File: config.mk
export PLATFORM = sky130hd
export DESIGN_NAME = instruction_fetch
export DESIGN_NICKNAME = d
export VERILOG_FILES = /design/src/rtl/instruction_fetch.sv
export SDC_FILE = /design/constraint.sdc
export NUM_CORES = 1
export LEC_CHECK = 0
export ABC_AREA = 0
export BUFFER_PORTS_ARGS = -buffer_cell sky130_fd_sc_hd__buf_2
export CAP_MARGIN = 20
export CORE_MARGIN = 5
export CORE_UTILIZATION = 52
export DETAILED_ROUTE_END_ITERATION = 12
export PLACE_DENSITY = 0.82
export SLEW_MARGIN = 5
export SYNTH_ARGS = -nofsm -noshare
export SYNTH_HDL_FRONTEND = slang
export SYNTH_SLANG_ARGS = --single-unit
export TNS_END_PERCENT = 100
File: constraint.sdc
create_clock -name clk -period 3.4 [get_ports clk]
set_clock_uncertainty 0.15 [all_clocks]
set_input_delay 0.68 -clock clk [delete_from_list [all_inputs] [get_ports clk]]
set_output_delay 0.68 -clock clk [all_outputs]
set_load 0.05 [all_outputs]
File: src/rtl/instruction_fetch.sv
// Instruction fetch front end: PC, req/ack word reads, and a small prefetch FIFO
// whose registered head feeds the decoder. A branch redirect flushes and refetches.
module instruction_fetch #(
    parameter logic [31:0] RESET_PC = 32'h0000_0000,
    parameter int          DEPTH    = 2
) (
    input  logic        clk,
    input  logic        rst_n,
    input  logic        fetch_enable,
    output logic        mem_req,
    output logic [31:0] mem_addr,
    input  logic        mem_ack,
    input  logic [31:0] mem_rdata,
    output logic [31:0] instruction,
    output logic [31:0] instr_pc,
    output logic        instr_valid,
    input  logic        instr_ready,
    input  logic        redirect,
    input  logic [31:0] redirect_pc
);

    localparam int            CW      = $clog2(DEPTH + 1);
    localparam logic [CW-1:0] DEPTH_C = CW'(DEPTH);
    localparam logic [CW-1:0] ONE_C   = CW'(1);

    typedef enum logic [1:0] {
        ST_IDLE    = 2'b00,
        ST_REQ     = 2'b01,
        ST_DISCARD = 2'b10
    } state_t;

    state_t        state_r;
    logic [31:0]   pc_r;
    logic [CW-1:0] count_r;
    logic [31:0]   fifo_word_r [DEPTH];
    logic [31:0]   fifo_pc_r   [DEPTH];

    logic          pop_s;
    logic          push_s;
    logic [CW-1:0] fill_s;
    logic [CW-1:0] count_nxt_s;
    logic [31:0]   word_nxt_s  [DEPTH];
    logic [31:0]   pc_nxt_s    [DEPTH];
    logic [31:0]   pc_inc_s;

    assign pc_inc_s = pc_r + 32'd4;

    // Next FIFO contents: shift-down on pop, then append at the first free slot.
    always_comb begin
        pop_s       = instr_valid && instr_ready && !redirect;
        push_s      = (state_r == ST_REQ) && mem_ack && !redirect;
        fill_s      = count_r;
        count_nxt_s = count_r;
        word_nxt_s  = fifo_word_r;
        pc_nxt_s    = fifo_pc_r;
        if (redirect) begin
            count_nxt_s = {CW{1'b0}};
        end else begin
            if (pop_s) begin
                for (int i = 0; i < DEPTH - 1; i++) begin
                    word_nxt_s[i] = fifo_word_r[i+1];
                    pc_nxt_s[i]   = fifo_pc_r[i+1];
                end
                word_nxt_s[DEPTH-1] = 32'h0000_0000;
                pc_nxt_s[DEPTH-1]   = 32'h0000_0000;
                fill_s              = count_r - ONE_C;
            end else begin
                fill_s = count_r;
            end
            if (push_s) begin
                for (int i = 0; i < DEPTH; i++) begin
                    if (CW'(i) == fill_s) begin
                        word_nxt_s[i] = mem_rdata;
                        pc_nxt_s[i]   = pc_r;
                    end else begin
                        word_nxt_s[i] = word_nxt_s[i];
                        pc_nxt_s[i]   = pc_nxt_s[i];
                    end
                end
                count_nxt_s = fill_s + ONE_C;
            end else begin
                count_nxt_s = fill_s;
            end
        end
    end

    // FIFO storage and the registered head presented to the decoder.
    always_ff @(posedge clk or negedge rst_n) begin
        if (!rst_n) begin
            count_r     <= {CW{1'b0}};
            instr_valid <= 1'b0;
            instruction <= 32'h0000_0000;
            instr_pc    <= 32'h0000_0000;
            for (int i = 0; i < DEPTH; i++) begin
                fifo_word_r[i] <= 32'h0000_0000;
                fifo_pc_r[i]   <= 32'h0000_0000;
            end
        end else begin
            count_r     <= count_nxt_s;
            instr_valid <= (count_nxt_s != {CW{1'b0}});
            instruction <= (count_nxt_s != {CW{1'b0}}) ? word_nxt_s[0] : 32'h0000_0000;
            instr_pc    <= (count_nxt_s != {CW{1'b0}}) ? pc_nxt_s[0] : 32'h0000_0000;
            for (int i = 0; i < DEPTH; i++) begin
                fifo_word_r[i] <= word_nxt_s[i];
                fifo_pc_r[i]   <= pc_nxt_s[i];
            end
        end
    end

    // Fetch FSM: a request is never withdrawn before its ack; redirect wins its cycle.
    always_ff @(posedge clk or negedge rst_n) begin
        if (!rst_n) begin
            state_r  <= ST_IDLE;
            pc_r     <= RESET_PC;
            mem_req  <= 1'b0;
            mem_addr <= 32'h0000_0000;
        end else if (redirect) begin
            pc_r <= {redirect_pc[31:2], 2'b00};
            case (state_r)
                ST_REQ, ST_DISCARD: begin
                    if (mem_ack) begin
                        mem_req <= 1'b0;
                        state_r <= ST_IDLE;
                    end else begin
                        state_r <= ST_DISCARD;
                    end
                end
                default: begin
                    mem_req <= 1'b0;
                    state_r <= ST_IDLE;
                end
            endcase
        end else begin
            case (state_r)
                ST_IDLE: begin
                    if (fetch_enable && (count_r < DEPTH_C)) begin
                        mem_req  <= 1'b1;
                        mem_addr <= pc_r;
                        state_r  <= ST_REQ;
                    end
                end
                ST_REQ: begin
                    if (mem_ack) begin
                        pc_r <= pc_inc_s;
                        if (fetch_enable && (count_nxt_s < DEPTH_C)) begin
                            mem_addr <= pc_inc_s;
                        end else begin
                            mem_req <= 1'b0;
                            state_r <= ST_IDLE;
                        end
                    end
                end
                ST_DISCARD: begin
                    if (mem_ack) begin
                        mem_req <= 1'b0;
                        state_r <= ST_IDLE;
                    end
                end
                default: begin
                    mem_req <= 1'b0;
                    state_r <= ST_IDLE;
                end
            endcase
        end
    end

endmodule

==> impl_metrics.env <==
export IMPL_stdcell_count=1488
export IMPL_via_per_inst=5.72
export IMPL_cp_slowest_cell="or2_2"
export IMPL_start_kind="register"
export IMPL_setup_viol=0
export IMPL_rsz0062_at_grt="false"
export IMPL_netlist_area_leader_share=0.578
export IMPL_syn_area_per_cell_sq_um=10.4
export IMPL_wl_per_cell_microns=18.7
export IMPL_antenna_found_initial=0
export IMPL_synthArstFlopShare=1.00
export IMPL_required_ps=3660
export IMPL_power_leakage_uw=0.00586
export IMPL_post_place_cells=1437
export IMPL_path_clk_slew_ps=60
export IMPL_final_nets=1269
export IMPL_cp_startpoint="state_r[1]"
export IMPL_die_area_sq_um=24500
export IMPL_cp_arrival_ps=2870
export IMPL_postRouteWirelength_mm=27.8
export IMPL_cts_root_buf="clkbuf_16"
export IMPL_fmax_mhz=383
export IMPL_r2r_start="state_r[1]"
export IMPL_die_w_microns=157
export IMPL_drv_cap=0
export IMPL_n_antenna_cell=0
export IMPL_ys_warn_count=0
export IMPL_io_pins=168
export IMPL_status="completed"
export IMPL_maxSlewViolCount=0
export IMPL_worst_path_max_fanout=8
export IMPL_cts_setup_buffers=0
export IMPL_cts_sinks=258
export IMPL_grt_max_degree=132
export IMPL_hold_start="redirect_pc[14]"
export IMPL_synth_top_cell_by_area="dfrtp_1"
export IMPL_ant_nets=0
export IMPL_gp_congestion=0.872
export IMPL_critPathTopFamily="simple AND/OR/NAND/NOR gates"
export IMPL_netlist_area_sq_um=11200
export IMPL_cts_htree_levels=1
export IMPL_dp_hpwl_mm=17.4
export IMPL_layout_drive_gt1_share=0.212
export IMPL_drt_iter0_drc=759
export IMPL_tightest_slew_ps=688
export IMPL_fin_crit_sh=0.768
export IMPL_holdCritPathClass="in -> reg"
export IMPL_power_density_nw_per_um2=945
export IMPL_crit_type="reg -> reg"
export IMPL_port_buffers=163
export IMPL_cts_tree="built"
export IMPL_endpoint_kind="register"
export IMPL_vias=8514
export IMPL_cts_made_buffers=28
export IMPL_ys_types=49
export IMPL_slew_headroom=0.537
export IMPL_whs_path_depth=3
export IMPL_ir_worst_vdd_mv=0.663
export IMPL_path_cells="inv_1 > ha_1 > buf_4 > nand4_1 > or2_2 > nor4_1 > xnor2_1 > a21oi_1"
export IMPL_firstDrtPassIters=5
export IMPL_synth_seq_cells=258
export IMPL_min_period_ps=2610
export IMPL_gr_total_overflow=0
export IMPL_hold_buffers=1
export IMPL_cp_num_buf_inv=2
export IMPL_synth_edff_count=0
export IMPL_grt_total_usage=0.225
export IMPL_r2r_cells=8
export IMPL_cp_num_cells=8
export IMPL_clock_path_buffers=3
export IMPL_rows=53
export IMPL_fin_util=0.626
export IMPL_setup_tns_ps=0
export IMPL_crit_path_max_incr_delay_ps=460
export IMPL_clk_latency_ps=530
export IMPL_die_h_microns=157
export IMPL_ys_seq_area_frac=0.578
export IMPL_ys_flop_type="dfrtp_1"
export IMPL_grt_pass1_vias=8617
export IMPL_ctsResizeCount=0
export IMPL_fp_coreArea_sq_um=21100
export IMPL_hold_viol_final=0
export IMPL_route_detailed_drc=0
export IMPL_syn_inst=1071
export IMPL_start_util=0.529
export IMPL_grt_pass1_wl_mm=45.3
export IMPL_syn2layout_area_growth_pct=18.2
export IMPL_ys_top_cells_by_area="dfrtp_1 58%, o21ai_0 6.5%, a22o_1 4.9%"
-- worst register-to-register path, delay by kind of cell (launching register included) --
family                     cells  cell delay (ps)
AOI/OAI and AO/OA              1               90
xor gates and xnor gates       1              190
adders and majority gates      1              290
buffers and inverters          2              320
DFF                            1              380
and+or+nand+nor                3             1070
-- cell usage after synthesis, types with 6 or more instances --
library cell,count
inv_1,8
nor4_1,12
ha_1,6
nor2_1,48
nor2b_1,66
buf_4,6
xor2_1,21
dfrtp_1,258
nor3_1,16
a22o_1,62
o21ai_0,146
buf_2,10
o21ai_1,7
buf_1,7
clkbuf_1,68
a21oi_1,31
nand4_1,15
nand2_1,118
or3_1,62
nand3_1,11
xnor2_1,39
-- flip-flops by register name, indices dropped and copies added (netlist names), 2 cells and up --
name,count
count_r,2
instr_pc,32
fifo_pc_r,64
fifo_word_r,64
state_r,2
mem_addr,30
instruction,32
pc_r,30
-- per-stage QoR --
stage | hold slack (ps) | total power, uW | instance area (sq um) | setup slack [ps]
after detailed placement | 326 | 9260 | 12200 | 343
after floorplan | 234 | 7990 | 11200 | 445
after global placement | 320 | 9100 | 12200 | 422
after global routing | 214 | 13100 | 13200 | 532
final | 205 | 12500 | 13200 | 789
after CTS | 191 | 12600 | 13200 | 764
-- worst paths after layout --
| check | to | slack, ps |
|---|---|---|
| max | mem_addr[27] | 790 |
| min | pc_r[14] | 210 |
| max reg2reg | mem_addr[27] | 790 |
| min reg2reg | fifo_pc_r[0] | 340 |
| max in group asynchronous | mem_addr[20] | 1750 |
| min in group asynchronous | instruction[6] | 560 |
-- cell usage in the layout, fill, tap and decap left out, drive strengths merged, types with 2 or more instances in the layout --
| cell | instances |
|---|---|
| clkinvlp | 2 |
| nor3 | 16 |
| dfrtp | 258 |
| clkbuf | 39 |
| nand3 | 11 |
| nand2 | 118 |
| a31oi | 3 |
| and2 | 5 |
| xnor2 | 40 |
| or3 | 62 |
| nand4 | 16 |
| clkinv | 5 |
| xor2 | 21 |
| buf | 190 |
| and3 | 2 |
| a21boi | 2 |
| nor4 | 18 |
| ha | 6 |
| o21ai | 153 |
| nor2b | 66 |
| bufinv | 4 |
| mux2i | 5 |
| inv | 8 |
| a21oi | 34 |
| nor3b | 4 |
| or2 | 2 |
| conb | 2 |
| a22o | 62 |
| nor2 | 48 |
-- report_power, final --
part	internal [uW]	switching, uW	leakage [uW]
clock network	1990	1220	0.000485
logic	1360	3100	0.00207
registers	4250	550	0.00330
total	7600	4870	0.00586
-- layout make-up --
| class | instances | area, sq um |
|---|---|---|
| clock buffer | 39 | 823 |
| clock inverter | 11 | 171 |
| fill | 1660 | 7890 |
| inverter | 8 | 30.0 |
| multi-input combinational | 706 | 4250 |
| sequential | 258 | 6460 |
| tap | 275 | 344 |
| timing repair buffer | 191 | 1120 |
-- metal layers --
metal	track usage	vias up	wire, microns
met5	0	-	0
met1	0.326	4191	11900
met4	0.0707	0	684
li1	-	3917	-
met3	0.0398	49	2120
met2	0.351	357	13000
-- cells by family after synthesis --
kind of cell | Yosys count | synth area share
AO/OA/AOI/OAI | 257 | 0.139
XOR/XNOR | 61 | 0.0485
adder cells (fa/ha/maj) | 6 | 0.00673
buffers and inverters | 108 | 0.0439
flip-flops | 258 | 0.578
multiplexers | 6 | 0.00549
other | 1 | 0.000336
AND/OR/NAND/NOR | 374 | 0.177
Note: power is estimated with default switching activity, not from simulation.
